<file path="src/rtl/rom_byte_streamer.sv">
// Streams every word of the coefficient ROM as bytes, MSB byte first, over valid/ready.
// Fetch is strictly sequential: one address issue, one capture, then the word's bytes.
module rom_byte_streamer #(
  parameter int NUM_WORDS = 9,
  parameter int ADDR_W    = 5,
  parameter int DATA_W    = 64
) (
  input  logic              clock,
  input  logic              rst,
  input  logic              start,
  output logic [ADDR_W-1:0] rom_address,
  input  logic [DATA_W-1:0] rom_q,
  output logic              byte_valid,
  input  logic              byte_ready,
  output logic [7:0]        byte_data,
  output logic              byte_last,
  output logic              frame_last,
  output logic [ADDR_W-1:0] word_idx,
  output logic              busy,
  output logic              done
);
  localparam int NB   = DATA_W / 8;
  localparam int CW   = $clog2(NB + 1);

  localparam logic [CW-1:0]     PEN   = CW'(NB - 2);
  localparam logic [ADDR_W-1:0] LASTW = ADDR_W'(NUM_WORDS - 1);

  localparam logic [2:0] IDLE    = 3'd0;
  localparam logic [2:0] ISSUE   = 3'd1;
  localparam logic [2:0] CAPTURE = 3'd2;
  localparam logic [2:0] SHIFT   = 3'd3;
  localparam logic [2:0] DONE    = 3'd4;

  logic [2:0]        state;
  logic [DATA_W-1:0] shreg;
  logic [CW-1:0]     cnt;

  assign byte_data = shreg[DATA_W-1 -: 8];

  always_ff @(posedge clock or posedge rst) begin
    if (rst) begin
      state       <= IDLE;
      shreg       <= '0;
      cnt         <= '0;
      rom_address <= '0;
      word_idx    <= '0;
      byte_valid  <= 1'b0;
      byte_last   <= 1'b0;
      frame_last  <= 1'b0;
      busy        <= 1'b0;
      done        <= 1'b0;
    end else begin
      case (state)
        IDLE: begin
          if (start) begin
            state       <= ISSUE;
            rom_address <= '0;
            word_idx    <= '0;
            busy        <= 1'b1;
          end
        end
        ISSUE: state <= CAPTURE;
        CAPTURE: begin
          shreg      <= rom_q;
          cnt        <= '0;
          byte_valid <= 1'b1;
          byte_last  <= (NB == 1);
          frame_last <= (NB == 1) && (word_idx == LASTW);
          state      <= SHIFT;
        end
        SHIFT: begin
          if (byte_valid && byte_ready) begin
            shreg <= shreg << 8;
            cnt   <= cnt + 1'b1;
            if (frame_last) begin
              byte_valid <= 1'b0;
              byte_last  <= 1'b0;
              frame_last <= 1'b0;
              busy       <= 1'b0;
              done       <= 1'b1;
              state      <= DONE;
            end else if (byte_last) begin
              byte_valid  <= 1'b0;
              byte_last   <= 1'b0;
              rom_address <= rom_address + 1'b1;
              word_idx    <= word_idx + 1'b1;
              state       <= ISSUE;
            end else begin
              // flags are registered, so look one byte ahead
              byte_last  <= (cnt == PEN);
              frame_last <= (cnt == PEN) && (word_idx == LASTW);
            end
          end
        end
        DONE: begin
          done  <= 1'b0;
          state <= IDLE;
        end
        default: state <= IDLE;
      endcase
    end
  end
endmodule

</file>
<file path="config.mk">
export PLATFORM = sky130hd
export DESIGN_NAME = rom_byte_streamer
export DESIGN_NICKNAME = d
export VERILOG_FILES = /design/src/rtl/rom_byte_streamer.sv
export SDC_FILE = /design/constraint.sdc
export NUM_CORES = 1
export LEC_CHECK = 0
export ABC_AREA = 1
export ABC_CLOCK_PERIOD_IN_PS = 3800
export CORE_UTILIZATION = 46
export DETAILED_ROUTE_END_ITERATION = 6
export GPL_ROUTABILITY_DRIVEN = 1
export PLACE_DENSITY = 0.74
export SETUP_SLACK_MARGIN = 0.1
export SLEW_MARGIN = 20
export SYNTH_ARGS = -nofsm -noshare
export SYNTH_HDL_FRONTEND = slang
export SYNTH_SLANG_ARGS = --single-unit
</file>
<file path="constraint.sdc">
create_clock -name clock -period 3.8 [get_ports clock]
set_input_delay 0.76 -clock clock [delete_from_list [all_inputs] [get_ports clock]]
set_output_delay 0.76 -clock clock [all_outputs]
set_load 0.1 [all_outputs]
</file>
==> results of run 1 <==
[final cells by class]
| type | instances | area share (%) |
|---|---|---|
| clock buffer | 9 | 2.31 |
| clock inverter | 7 | 1.40 |
| inverter | 73 | 5.14 |
| multi-input combinational | 358 | 31.0 |
| sequential | 86 | 40.2 |
| tap | 108 | 2.52 |
| timing repair buffer | 93 | 17.5 |
[metal layers]
layer	track usage, %	part of all wire [%]
met2	31.3	46
met1	26.4	48
met5	0	0
met3	4.40	4.8
met4	7.58	1.2
[power by group through the flow]
stage          combinational (W)  sequential, W  clock (W)
6_report                 0.00204        0.00141   0.000642
4_1_cts                  0.00206        0.00141   0.000653
2_1_floorplan            0.00143        0.00167          0
3_3_place_gp             0.00200        0.00142          0
3_5_place_dp             0.00205        0.00143          0
5_1_grt                  0.00228        0.00145   0.000695
[worst max-delay path by stage]
stage                start             end  slack [ns]  cells past startpoint
3_5_place_dp    byte_ready     word_idx[3]        1.22                      8
4_1_cts        word_idx[0]     word_idx[0]        1.03                      1
5_1_grt        word_idx[0]     word_idx[0]        1.00                      1
6_report       word_idx[0]     word_idx[0]        1.04                      1
3_3_place_gp    byte_ready  rom_address[4]        1.27                      8
2_1_floorplan          rst            busy        0.82                      1
[stage by stage]
stage | power, W | util [%]
2_1_floorplan | 0.00310 | -
3_3_place_gp | 0.00342 | 58.0
3_5_place_dp | 0.00348 | 58.0
4_1_cts | 0.00412 | 60.3
5_1_grt | 0.00443 | 60.3
6_report | 0.00409 | 60.3
[cells in the final DEF (no fill, tap or decap), types with 4 or more instances in the layout]
cell,instances
sky130_fd_sc_hd__clkinv_4,4
sky130_fd_sc_hd__o21ai_1,8
sky130_fd_sc_hd__clkbuf_8,9
sky130_fd_sc_hd__nand3_1,26
sky130_fd_sc_hd__o211ai_1,8
sky130_fd_sc_hd__ha_1,5
sky130_fd_sc_hd__nor2_1,21
sky130_fd_sc_hd__dfrtp_1,86
sky130_fd_sc_hd__clkdlybuf4s50_1,90
sky130_fd_sc_hd__inv_1,70
sky130_fd_sc_hd__o21ai_0,105
sky130_fd_sc_hd__nand2_1,170
[sequential cells by signal (all words and copies together) (netlist names)]
name         cells
word_idx         5
rom_address      5
shreg           64
cnt              4
busy             1
frame_last       1
byte_valid       1
state            3
done             1
byte_last        1
[cell families after synthesis]
group                    Yosys count  synth area share (%)
AND/OR/NAND/NOR                  225                  21.0
AO/OA/AOI/OAI                    124                  15.0
flip-flops                        86                  50.1
buffers and inverters            110                  11.6
XOR/XNOR                           4                 0.816
adder cells (fa/ha/maj)            5                  1.46
==> metrics.txt, run 1 <==
# TYPE chip_impl_metric gauge
chip_impl_metric{name="period_share",unit="%"} 72.7
chip_impl_metric{name="cellPowerDensity",unit="nW/um2"} 764
chip_impl_metric{name="post_drt_wl_per_cell",unit="um"} 12.2
chip_impl_metric{name="cts_sinks",unit=""} 86
chip_impl_info{name="min-delay-path-class",value="flip-flop to flip-flop"} 1
chip_impl_metric{name="io_buffer_count",unit=""} 90
chip_impl_metric{name="worstPathArrival",unit="ns"} 2.00
chip_impl_info{name="r2r_start",value="state[1]"} 1
chip_impl_metric{name="site_rows",unit=""} 34
chip_impl_metric{name="dr.first_iter.drc_count",unit=""} 187
chip_impl_metric{name="combined_area_of_the_multi_input_logic_cells",unit="um2"} 1660
chip_impl_info{name="unrepaired_setup_endpoints_after_global_routing",value="false"} 1
chip_impl_metric{name="antenna_cells",unit=""} 0
chip_impl_metric{name="seq_area_frac_synth",unit="%"} 50.1
chip_impl_metric{name="globalRouteOverflowTotal",unit=""} 0
chip_impl_metric{name="antenna_violations_before_repair",unit=""} 0
chip_impl_metric{name="die_height",unit="um"} 98.6
chip_impl_metric{name="syn_area",unit="um2"} 4300
chip_impl_metric{name="route.detailed.vias_per_inst",unit=""} 4.96
chip_impl_metric{name="die_area",unit="um2"} 9730
chip_impl_metric{name="hold_slack",unit="ns"} 0.493
chip_impl_metric{name="wire_length_of_the_first_global_routing_pass",unit="mm"} 15.2
chip_impl_metric{name="asyncSetResetFlopFracSynth",unit="%"} 100
chip_impl_metric{name="yosys.cell_types.count",unit=""} 26
chip_impl_metric{name="routed-via-count",unit=""} 3640
chip_impl_metric{name="gp_congestion",unit=""} 0.800
chip_impl_info{name="synth.largest_area_cell",value="sky130_fd_sc_hd__dfrtp_1"} 1
chip_impl_metric{name="holdPathStages",unit=""} 2
chip_impl_info{name="clk_root_buf",value="sky130_fd_sc_hd__clkbuf_8"} 1
chip_impl_metric{name="core_region_area",unit="um2"} 8890
chip_impl_metric{name="htreeDepth",unit=""} 3
chip_impl_metric{name="power.switching_fraction",unit="%"} 47.8
chip_impl_metric{name="final_cells",unit=""} 734
chip_impl_metric{name="drt_first_pass_iters",unit=""} 5
chip_impl_metric{name="yosys_register_bits",unit=""} 86
chip_impl_info{name="synthTopCellsByCount",value="sky130_fd_sc_hd__nand2_1, sky130_fd_sc_hd__o21ai_0, sky130_fd_sc_hd__dfrtp_1"} 1
chip_impl_metric{name="ff2ff_path_depth",unit=""} 7
chip_impl_info{name="cp_top_family",value="buffers and inverters"} 1
chip_impl_metric{name="drc",unit=""} 0
chip_impl_metric{name="worstMarginPinSlew",unit="ns"} 0.974
chip_impl_metric{name="timing.final.hold_violations",unit=""} 0
chip_impl_metric{name="postCtsSetupBuffers",unit=""} 0
chip_impl_metric{name="max_cap_viol_count",unit=""} 0
chip_impl_info{name="status",value="complete, no violations"} 1
chip_impl_metric{name="dp_hpwl",unit="mm"} 6.15
chip_impl_metric{name="io_pins",unit=""} 91
chip_impl_metric{name="cts.repair.resized",unit=""} 0
chip_impl_metric{name="layout_min_cycle_time",unit="ns"} 2.76
chip_impl_metric{name="setup_tns",unit="ns"} 0
chip_impl_metric{name="netlist.area_leader.share",unit="%"} 50.1
chip_impl_info{name="critical_path.slowest_cell",value="sky130_fd_sc_hd__clkdlybuf4s50_1"} 1
chip_impl_metric{name="combPwrFrac",unit="%"} 49.9
chip_impl_metric{name="yosysWarningCount",unit=""} 0
chip_impl_metric{name="finalNetCount",unit=""} 694
chip_impl_info{name="element_type_at_the_critical_path_start",value="flip-flop"} 1
chip_impl_info{name="post-synth-top-count-cell",value="sky130_fd_sc_hd__nand2_1"} 1
chip_impl_metric{name="number_of_buffers_created_by_cts",unit=""} 9
chip_impl_metric{name="clockPowerShare",unit="%"} 15.7
chip_impl_metric{name="max_freq",unit="GHz"} 0.362
chip_impl_metric{name="synth-edff-count",unit=""} 0
chip_impl_metric{name="hold_buffers",unit=""} 0
chip_impl_metric{name="critPathBufInv",unit=""} 1
chip_impl_info{name="synth_area_leaders",value="sky130_fd_sc_hd__dfrtp_1, sky130_fd_sc_hd__nand2_1, sky130_fd_sc_hd__o21ai_0, sky130_fd_sc_hd__inv_1, sky130_fd_sc_hd__nand3_1"} 1
chip_impl_info{name="whs_endpoint",value="shreg[60]"} 1
chip_impl_metric{name="setup_slack",unit="ns"} 1.04
chip_impl_metric{name="timing.critical_path.slowest_cell_delay",unit="ns"} 1.18
chip_impl_info{name="timing.rr.end",value="rom_address[4]"} 1
chip_impl_info{name="synth_ff_type",value="sky130_fd_sc_hd__dfrtp_1"} 1
chip_impl_metric{name="cts_buffer_depth",unit=""} 2
chip_impl_metric{name="crit_fanout",unit=""} 6
chip_impl_metric{name="grt_util_all_layers",unit="%"} 19.7
chip_impl_metric{name="clk_latency",unit="ns"} 0.35
chip_impl_metric{name="pre_cts_slack",unit="ns"} 1.22
chip_impl_metric{name="drt_wirelength",unit="mm"} 8.95
chip_impl_metric{name="power.leakage",unit="nW"} 2.47
chip_impl_metric{name="grt_pass1_vias",unit=""} 3436
chip_impl_metric{name="syn_to_final_growth",unit="%"} 24.7
chip_impl_metric{name="post_placement_cell_area",unit="um2"} 5160
chip_impl_metric{name="peak_supply_drop",unit="mV"} 0.298
chip_impl_info{name="cts_tree",value="yes"} 1
chip_impl_metric{name="switching_power",unit="W"} 0.00196
chip_impl_metric{name="setup-violations-final",unit=""} 0
chip_impl_metric{name="cp_data_required_time",unit="ns"} 3.04
chip_impl_info{name="hp-start",value="shreg[60]"} 1
chip_impl_metric{name="nets_in_the_synthesized_netlist",unit=""} 627
chip_impl_metric{name="register_area",unit="um2"} 2150
chip_impl_metric{name="route.antenna.remaining_nets",unit=""} 0
chip_impl_metric{name="final.fill_count",unit=""} 786
chip_impl_metric{name="fin_worst_skew",unit="ns"} 0.0137
chip_impl_metric{name="synthesis.instances",unit=""} 554
chip_impl_metric{name="dp_cells",unit=""} 718
chip_impl_metric{name="timing.slew.headroom",unit="%"} 34.9
chip_impl_metric{name="grt_start_max_net_pins",unit=""} 107
chip_impl_metric{name="fraction_of_final_layout_cells_sized_beyond_drive_strength_1",unit="%"} 4.31
chip_impl_metric{name="starting_utilization_of_the_core_area",unit="%"} 48.3
chip_impl_metric{name="post_synth.cell_area_avg",unit="um2"} 7.76
chip_impl_metric{name="regToRegSetupSlack",unit="ns"} 1.24
chip_impl_metric{name="drv_slew",unit=""} 0
chip_impl_info{name="critical_path.cell_chain",value="clkdlybuf4s50_1"} 1
chip_impl_info{name="cp-end-kind",value="output port"} 1
chip_impl_metric{name="clkTransAtPathRegs",unit="ns"} 0.09
chip_impl_info{name="crit_path_category",value="flip-flop to output port"} 1
chip_impl_metric{name="internal_power",unit="W"} 0.00214
chip_impl_metric{name="design_area",unit="um2"} 5360
chip_impl_metric{name="pwr-share-seq",unit="%"} 34.4
chip_impl_metric{name="die_w",unit="um"} 98.6
Note: power is estimated with default switching activity, not from simulation.
==> run 2: changes to the inputs <==
--- a/config.mk
+++ b/config.mk
@@ -6,11 +6,11 @@
 export NUM_CORES = 1
 export LEC_CHECK = 0
 export ABC_AREA = 1
-export ABC_CLOCK_PERIOD_IN_PS = 3800
+export ABC_CLOCK_PERIOD_IN_PS = 2230
 export CORE_UTILIZATION = 46
 export DETAILED_ROUTE_END_ITERATION = 6
 export GPL_ROUTABILITY_DRIVEN = 1
-export PLACE_DENSITY = 0.74
+export PLACE_DENSITY = 0.77
 export SETUP_SLACK_MARGIN = 0.1
 export SLEW_MARGIN = 20
 export SYNTH_ARGS = -nofsm -noshare
==> constraint.sdc (replaced) <==
create_clock -name clock -period 2.23 [get_ports clock]
set_input_delay 0.446 -clock clock [delete_from_list [all_inputs] [get_ports clock]]
set_output_delay 0.446 -clock clock [all_outputs]
set_load 0.1 [all_outputs]
==> metrics.txt, run 2 (synthesized netlist as in run 1, its figures left out) <==
# TYPE chip_impl_metric gauge
chip_impl_info{name="status",value="complete, no violations"} 1
chip_impl_info{name="crit_path_category",value="flip-flop to flip-flop"} 1
chip_impl_metric{name="register_area",unit="um2"} 2150
chip_impl_info{name="layout_commonest_cell",value="sky130_fd_sc_hd__nand2_1"} 1
chip_impl_metric{name="die_area",unit="um2"} 9730
chip_impl_metric{name="site_rows",unit=""} 34
chip_impl_info{name="unrepaired_setup_endpoints_after_global_routing",value="false"} 1
chip_impl_info{name="min-delay-path-class",value="input port to asynchronous set/reset pin"} 1
chip_impl_metric{name="post_placement_cell_area",unit="um2"} 5210
chip_impl_metric{name="grt_pass1_vias",unit=""} 3664
chip_impl_metric{name="cts_buffer_depth",unit=""} 2
chip_impl_metric{name="fin_worst_skew",unit="ns"} 0.0164
chip_impl_metric{name="timing.final.hold_violations",unit=""} 0
chip_impl_metric{name="drt_first_pass_iters",unit=""} 6
chip_impl_metric{name="io_buffer_count",unit=""} 90
chip_impl_metric{name="core_region_area",unit="um2"} 8890
chip_impl_metric{name="worstPathArrival",unit="ns"} 2.04
chip_impl_metric{name="antenna_violations_before_repair",unit=""} 0
chip_impl_metric{name="io_pins",unit=""} 91
chip_impl_info{name="cts_tree",value="yes"} 1
chip_impl_metric{name="starting_utilization_of_the_core_area",unit="%"} 48.3
chip_impl_metric{name="clkTransAtPathRegs",unit="ns"} 0.09
chip_impl_metric{name="final_util",unit="%"} 61.2
chip_impl_metric{name="design_area",unit="um2"} 5440
chip_impl_metric{name="finalNetCount",unit=""} 701
chip_impl_metric{name="hold_buffers",unit=""} 0
chip_impl_info{name="reg.largest.list",value="shreg (64), rom_address (5), word_idx (5)"} 1
chip_impl_metric{name="route.detailed.vias_per_inst",unit=""} 4.98
chip_impl_info{name="cp-end-kind",value="flip-flop"} 1
chip_impl_metric{name="crit_fanout",unit=""} 12
chip_impl_metric{name="syn_to_final_growth",unit="%"} 26.6
chip_impl_metric{name="final.fill_count",unit=""} 808
chip_impl_metric{name="drc",unit=""} 0
chip_impl_metric{name="grt_start_max_net_pins",unit=""} 59
chip_impl_metric{name="antenna_cells",unit=""} 0
chip_impl_metric{name="max_cap_viol_count",unit=""} 0
chip_impl_metric{name="cellPowerDensity",unit="nW/um2"} 1330
chip_impl_metric{name="globalRouteOverflowTotal",unit=""} 0
chip_impl_metric{name="combined_area_of_the_multi_input_logic_cells",unit="um2"} 1660
chip_impl_metric{name="cp_data_required_time",unit="ns"} 2.49
chip_impl_metric{name="post_drt_wl_per_cell",unit="um"} 12.5
chip_impl_metric{name="number_of_buffers_created_by_cts",unit=""} 9
chip_impl_metric{name="die_height",unit="um"} 98.6
chip_impl_metric{name="power.leakage",unit="nW"} 2.57
chip_impl_metric{name="drv_slew",unit=""} 0
chip_impl_metric{name="wire_length_of_the_first_global_routing_pass",unit="mm"} 15.8
chip_impl_metric{name="drt_wirelength",unit="mm"} 9.30
chip_impl_metric{name="setup_tns",unit="ns"} 0
chip_impl_metric{name="clk_latency",unit="ns"} 0.36
chip_impl_metric{name="largest_reg_flops",unit=""} 64
chip_impl_metric{name="route.antenna.remaining_nets",unit=""} 0
chip_impl_metric{name="routed-via-count",unit=""} 3687
chip_impl_metric{name="worstMarginPinSlew",unit="ns"} 0.437
chip_impl_metric{name="period_share",unit="%"} 80.0
chip_impl_metric{name="htreeDepth",unit=""} 3
chip_impl_metric{name="die_w",unit="um"} 98.6
chip_impl_metric{name="dp_hpwl",unit="mm"} 6.47
chip_impl_metric{name="grt_util_all_layers",unit="%"} 20.3
chip_impl_metric{name="cts.repair.resized",unit=""} 0
chip_impl_metric{name="cts_sinks",unit=""} 86
chip_impl_info{name="layout.cells.most_common_list",value="sky130_fd_sc_hd__nand2_1, sky130_fd_sc_hd__o21ai_0, sky130_fd_sc_hd__dfrtp_1"} 1
chip_impl_metric{name="fraction_of_final_layout_cells_sized_beyond_drive_strength_1",unit="%"} 8.85
chip_impl_metric{name="gp_congestion",unit=""} 0.805
chip_impl_metric{name="setup-violations-final",unit=""} 0
chip_impl_metric{name="dr.first_iter.drc_count",unit=""} 162
chip_impl_info{name="element_type_at_the_critical_path_start",value="flip-flop"} 1
chip_impl_metric{name="timing.slew.headroom",unit="%"} 70.8
chip_impl_info{name="clk_root_buf",value="sky130_fd_sc_hd__clkbuf_8"} 1
chip_impl_info{name="register_with_the_most_flip_flops",value="shreg"} 1
chip_impl_metric{name="layout_min_cycle_time",unit="ns"} 1.78
chip_impl_metric{name="peak_supply_drop",unit="mV"} 0.481
chip_impl_metric{name="max_freq",unit="GHz"} 0.561
chip_impl_metric{name="postCtsSetupBuffers",unit=""} 0
-- run 2: area by class of cell --
class                      count  area share, %
timing repair buffer         100           18.0
tap                          108           2.48
clock inverter                 3           1.20
sequential                    86           39.5
inverter                      73           5.10
clock buffer                  13           3.10
multi-input combinational    358           30.5
-- run 2: path summary, 6_finish.rpt --
check | depth (start not counted) | endpoint | slack (ns) | startpoint
max | 7 | rom_address[1] | 0.45 | state[1]
min | 2 | shreg[47] | 0.44 | rst
max reg2reg | 7 | rom_address[1] | 0.45 | state[1]
min reg2reg | 2 | shreg[59] | 0.48 | shreg[59]
max in group asynchronous | 3 | shreg[55] | 1.24 | rst
min in group clock | 2 | shreg[59] | 0.48 | shreg[59]
-- run 2: stage by stage --
stage	total power (W)	hold WS, ns	instances	setup WS [ns]
after floorplan	0.00529	0.451	554	0.356
after global placement	0.00591	0.465	725	0.405
after detailed placement	0.00602	0.469	725	0.338
after CTS	0.00730	0.454	741	0.463
after global routing	0.00782	0.469	741	0.270
final	0.00725	0.443	741	0.447
-- run 2: power by group --
part	leakage [nW]	internal, W	total (W)	switching [W]
sequential	1.13	0.00213	0.00240	0.000273
combinational	1.32	0.00105	0.00359	0.00254
clock	0.120	0.000722	0.00127	0.000544
-- run 2: worst max-delay path, stage by stage, from the launching register on --
cell	delay, ns
sky130_fd_sc_hd__dfrtp_1	0.59
sky130_fd_sc_hd__nand2_1	0.19
sky130_fd_sc_hd__nor2_4	0.15
sky130_fd_sc_hd__nand2_2	0.12
sky130_fd_sc_hd__nand2_1	0.11
sky130_fd_sc_hd__nand3_1	0.29
sky130_fd_sc_hd__nand2_1	0.17
sky130_fd_sc_hd__nand2_1	0.07
-- run 2: layer usage --
layer	up-vias	part of all wire [%]	wire, um	track usage [%]
met2	92	48	4490	34.4
met4	0	0.70	65	6.54
met5	-	0	0	0
met3	6	4.4	409	3.69
met1	1704	47	4340	26.6
li1	1885	-	-	-
==> patch 1, RTL diff (flow settings as in run 1) <==
Change the parameter `DATA_W` from 64 to 128.
--- a/src/rtl/rom_byte_streamer.sv
+++ b/src/rtl/rom_byte_streamer.sv
@@ -4,5 +4,5 @@
   parameter int NUM_WORDS = 9,
   parameter int ADDR_W    = 5,
-  parameter int DATA_W    = 64
+  parameter int DATA_W    = 128
 ) (
   input  logic              clock,
Interface: changed (resized rom_q); port bits go from 91 to 155. No check against the original RTL was run, so the function may have changed too.
==> patch 1 against run 1 <==
Fmax shrank 3.1%. Sequential cell count grew 65. Count of clock-buffer cells in the layout grew 15. Area after synthesis grew 69%. Power grew 85%. Wire length grew 81%. First-iteration DRC count grew 76%. Final area grew 75%. Setup slack lost 0.087 ns. Register-to-register slack gained 0.54 ns. Critical endpoint is now word_idx[2]. Largest cell class unchanged. Highest routed layer unchanged.
==> patch 1: results (changes against run 1) <==
[status]
status = complete, no violations  ; unchanged

[global_routing]
gr-usage-met3 = 0.05551  ; was 0.04397
grtUsageTotal = 0.2111  ; was 0.1966
grt_first_pass_wirelength_um = 26850  ; was 15160 µm
grt_pass1_vias = 5661  ; was 3436
grtUsageMet2 = 0.3318  ; was 0.3131
gr-usage-met1 = 0.2819  ; was 0.2635

[route]
dr.pass1.iters = 4  ; was 5
drt_iter0_drc = 330  ; was 187
post_drt_wl_per_cell_um = 13.69  ; was 12.20 µm

[setup_path]
r2r_slack_ns = 1.78  ; was 1.24 ns
worstReg2RegStart = state[2]$_DFFE_PP0P_  ; was state[1]$_DFFE_PP0P_
r2r_cells = 6  ; was 7
crit-reg2reg-capture = shreg[114]$_DFFE_PP0P_  ; was rom_address[4]$_DFFE_PP0P_
crit_fanout = 8  ; was 6

[logic_synthesis]
syn_nets = 981  ; was 627

[timing]
clock_skew_ns = 0.01015  ; was 0.01374 ns
worst_pin_slew_ns = 0.9855  ; was 0.9740 ns

[placement]
hpwl_um = 10850  ; was 6153 µm
globalplace.congestion = 0.8088  ; was 0.7999

[finish]
drive_gt1_frac = 0.04728  ; was 0.04313

[cts]
numCtsBuffers = 17  ; was 9
clkTransAtPathRegs_ns = 0.06  ; was 0.09 ns
cts_root_buffer = clkbuf_16  ; was clkbuf_8

[power]
power.leakage_nw = 4.395  ; was 2.469 nW
ir_drop_mv = 0.6783  ; was 0.2976 mV

[hold_path]
worstHoldStart = shreg[122]$_DFFE_PP0P_  ; was shreg[60]$_DFFE_PP0P_

-- patch 1: area by class of cell --
type                    instances  area, µm²
flip-flops and latches        151       3779
well taps                     211      264.0
repair buffers                162       1652
fillers                      1363       5926
clock inverters                 7      68.82
multi-input cells             489       2595
clock buffers                  24      501.7
inverters                     140      529.3
-- patch 1: worst max path at each step --
stage                             from                      to  slack (ns)  cells past startpoint
6_report       word_idx[2]$_DFFE_PP0P_             word_idx[2]        0.95                      1
5_1_grt        word_idx[2]$_DFFE_PP0P_             word_idx[2]        0.87                      1
4_1_cts        word_idx[2]$_DFFE_PP0P_             word_idx[2]        0.94                      1
3_5_place_dp                byte_ready  shreg[114]$_DFFE_PP0P_        1.12                      8
3_3_place_gp                byte_ready  shreg[112]$_DFFE_PP0P_        1.16                      8
2_1_floorplan                      rst        busy$_DFFE_PP0P_        1.14                      1
-- patch 1: power groups by stage --
stage	clock (mW)	sequential (mW)	combinational, mW
floorplan	0	2.74	2.62
CTS	1.64	2.52	3.47
global route	1.72	2.59	3.90
finish	1.61	2.52	3.44
detailed placement	0	2.55	3.44
global placement	0	2.52	3.38
-- patch 1: through the flow --
stage          setup WS, ns    util  cell area (µm²)  std cells  hold slack, ns
2_1_floorplan         1.137       -             7276        844          0.4542
3_3_place_gp          1.157  0.5758             8818       1153          0.4664
3_5_place_dp          1.119  0.5758             8818       1153          0.4727
4_1_cts              0.9367  0.6131             9389       1184          0.4874
5_1_grt              0.8725  0.6131             9389       1184          0.5288
6_report             0.9511  0.6131             9389       1184          0.4845
-- patch 1: kinds of logic after synthesis --
family,share of synthesized area
AOI/OAI and AO/OA,0.2290
and+or+nand+nor,0.1173
buffers and inverters,0.1254
DFF,0.5196
adders and majority gates,0.008603
-- patch 1: layer usage --
layer,vias to the layer above,wire length (µm),part of all wire
met1,2856,7556,0.47
met4,0,237,0.015
li1,3014,-,-
met3,14,861,0.053
met5,-,0,0
met2,133,7557,0.47
==> patch 2, RTL diff (flow settings as in run 1) <==
Without the edit above. Compare `cnt` against `PEN` with >= in place of ==.
--- a/src/rtl/rom_byte_streamer.sv
+++ b/src/rtl/rom_byte_streamer.sv
@@ -88,5 +88,5 @@
             end else begin
               // flags are registered, so look one byte ahead
-              byte_last  <= (cnt == PEN);
+              byte_last  <= (cnt >= PEN);
               frame_last <= (cnt == PEN) && (word_idx == LASTW);
             end
Check against the original RTL: no difference found for any inputs over 10 cycles, from zero or initial values and one cycle with rst high; that may be too few to reach the edited logic, so the function may still have changed.
==> patch 2 against run 1 <==
Area after synthesis fell by 2.6%. Wire length rose by 3.1%. Largest cell class unchanged. Utilization fell by 0.35 points. Power rose by 13%. Setup slack got worse by 0.042 ns. Final area fell by 2.0%. Sequential cell count did not move. Die area fell by 2.6%. Critical path depth did not move.
==> patch 2: results (changes against run 1) <==
[status]
status = complete, no violations  ; unchanged

[cts]
postCtsSetupBuffers = 0  ; unchanged
cts_resized = 0  ; unchanged
numCtsBuffers = 9  ; unchanged

[power]
p_seq_mw = 1.56  ; was 1.41 mW
powerClk_mw = 0.620  ; was 0.642 mW
ir_drop_mv = 0.7620  ; was 0.2976 mV
power.leakage_nw = 2.286  ; was 2.469 nW
pwr-share-clk = 0.134  ; was 0.157
intPower_mw = 2.390  ; was 2.136 mW

[timing]
relSlewSlack = 0.3510  ; was 0.3486
clock_skew_ns = 0.006668  ; was 0.01374 ns

[placement]
placed_cells = 655  ; was 718
hpwl_um = 6207  ; was 6153 µm
io_buffers = 90  ; unchanged
globalplace.congestion = 0.8793  ; was 0.7999
place_area_um2 = 5055  ; was 5160 µm²
dp_slack_ns = 1.105  ; was 1.218 ns

[logic_synthesis]
ys_top_cells_by_count = 109 x o21ai_0, 104 x nand2_1, 86 x dfrtp_1, 49 x or2_2, 31 x o21ai_1  ; was 171 x nand2_1, 105 x o21ai_0, 86 x dfrtp_1, 71 x inv_1, 26 x nand3_1
ys_seq_area_frac = 0.5144  ; was 0.5009
synth_compound_area_frac = 0.1767  ; was 0.1503
synthAdderAreaFrac = 0.01495  ; was 0.01456
syn_nets = 565  ; was 627
synth_xor_area_frac = 0.006280  ; was 0.008154
yosysUniqueCellTypes = 23  ; was 26
synth_flop_cell = dfrtp_1  ; unchanged
async_flop_share = 1.000  ; unchanged
synth_area_per_cell_um2 = 8.504  ; was 7.756 µm²
synthTopCellsByArea = dfrtp_1 51%, o21ai_0 13%, nand2_1 9.3%  ; was dfrtp_1 50%, nand2_1 15%, o21ai_0 12%

[global_routing]
gr-usage-met1 = 0.2638  ; was 0.2635
grtUsageTotal = 0.2008  ; was 0.1966
grt_pass1_vias = 3346  ; was 3436
grt_first_pass_wirelength_um = 15340  ; was 15160 µm
gr-usage-met3 = 0.03813  ; was 0.04397
antenna_found_initial = 0  ; unchanged
grtUsageMet2 = 0.3314  ; was 0.3131
grt_max_degree = 83  ; was 107

[setup_path]
cp_data_arrival_time_ns = 2.04  ; was 2.00 ns
crit_fanout = 8  ; was 6
critPathTopFamily = buffers and inverters  ; unchanged

[route]
post_drt_wl_per_cell_um = 13.75  ; was 12.20 µm
routed_wl_um = 9229  ; was 8953 µm
viasPerCell = 5.179  ; was 4.959
dr.pass1.iters = 4  ; was 5
drt_iter0_drc = 127  ; was 187

[finish]
nets = 631  ; was 694
drive_gt1_frac = 0.1297  ; was 0.04313
fillerInstances = 803  ; was 786

==> patch 2: cell types whose count changed after synthesis, sizes merged, moves of 8 or more <==
cell / delta
nand2: -68
o211ai: -8
inv: -49
clkbuf: +11
buf: -9
o21ai: +27
or2: +49
nor2: -17
==> patch 2: cell type report <==
| type | instances | area [µm²] | share of cell area |
|---|---|---|---|
| multi-input cells | 343 | 1733 | 0.3300 |
| repair buffers | 94 | 943.4 | 0.1797 |
| inverters | 24 | 91.34 | 0.01739 |
| clock inverters | 2 | 13.76 | 0.002621 |
| flip-flops and latches | 86 | 2152 | 0.4098 |
| well taps | 108 | 135.1 | 0.02573 |
| clock buffers | 14 | 182.7 | 0.03479 |
==> patch 2: final timing paths <==
path	startpoint	endpoint	slack, ns	cells after the start
max	word_idx[2]$_DFFE_PP0P_	word_idx[2]	1.0	1
min	shreg[23]$_DFFE_PP0P_	shreg[23]$_DFFE_PP0P_	0.48	2
max reg2reg	state[2]$_DFFE_PP0P_	shreg[24]$_DFFE_PP0P_	1.21	5
min reg2reg	shreg[23]$_DFFE_PP0P_	shreg[23]$_DFFE_PP0P_	0.48	2
max in group asynchronous	rst	done$_DFFE_PP0P_	2.30	3
min in group asynchronous	rst	shreg[61]$_DFFE_PP0P_	0.82	2
==> patch 2: layer usage <==
layer,vias to the layer above,routed length [µm]
met4,0,106
met2,91,4403
li1,1752,-
met3,10,435
met1,1622,4284
met5,-,0
==> patch 2: worst register-to-register path, cell delays in order (launching register included) <==
cell,delay [ns]
dfrtp_1,0.47
nor2_4,0.59
nand2_1,0.23
nand2_4,0.56
buf_4,0.47
o21ai_0,0.15
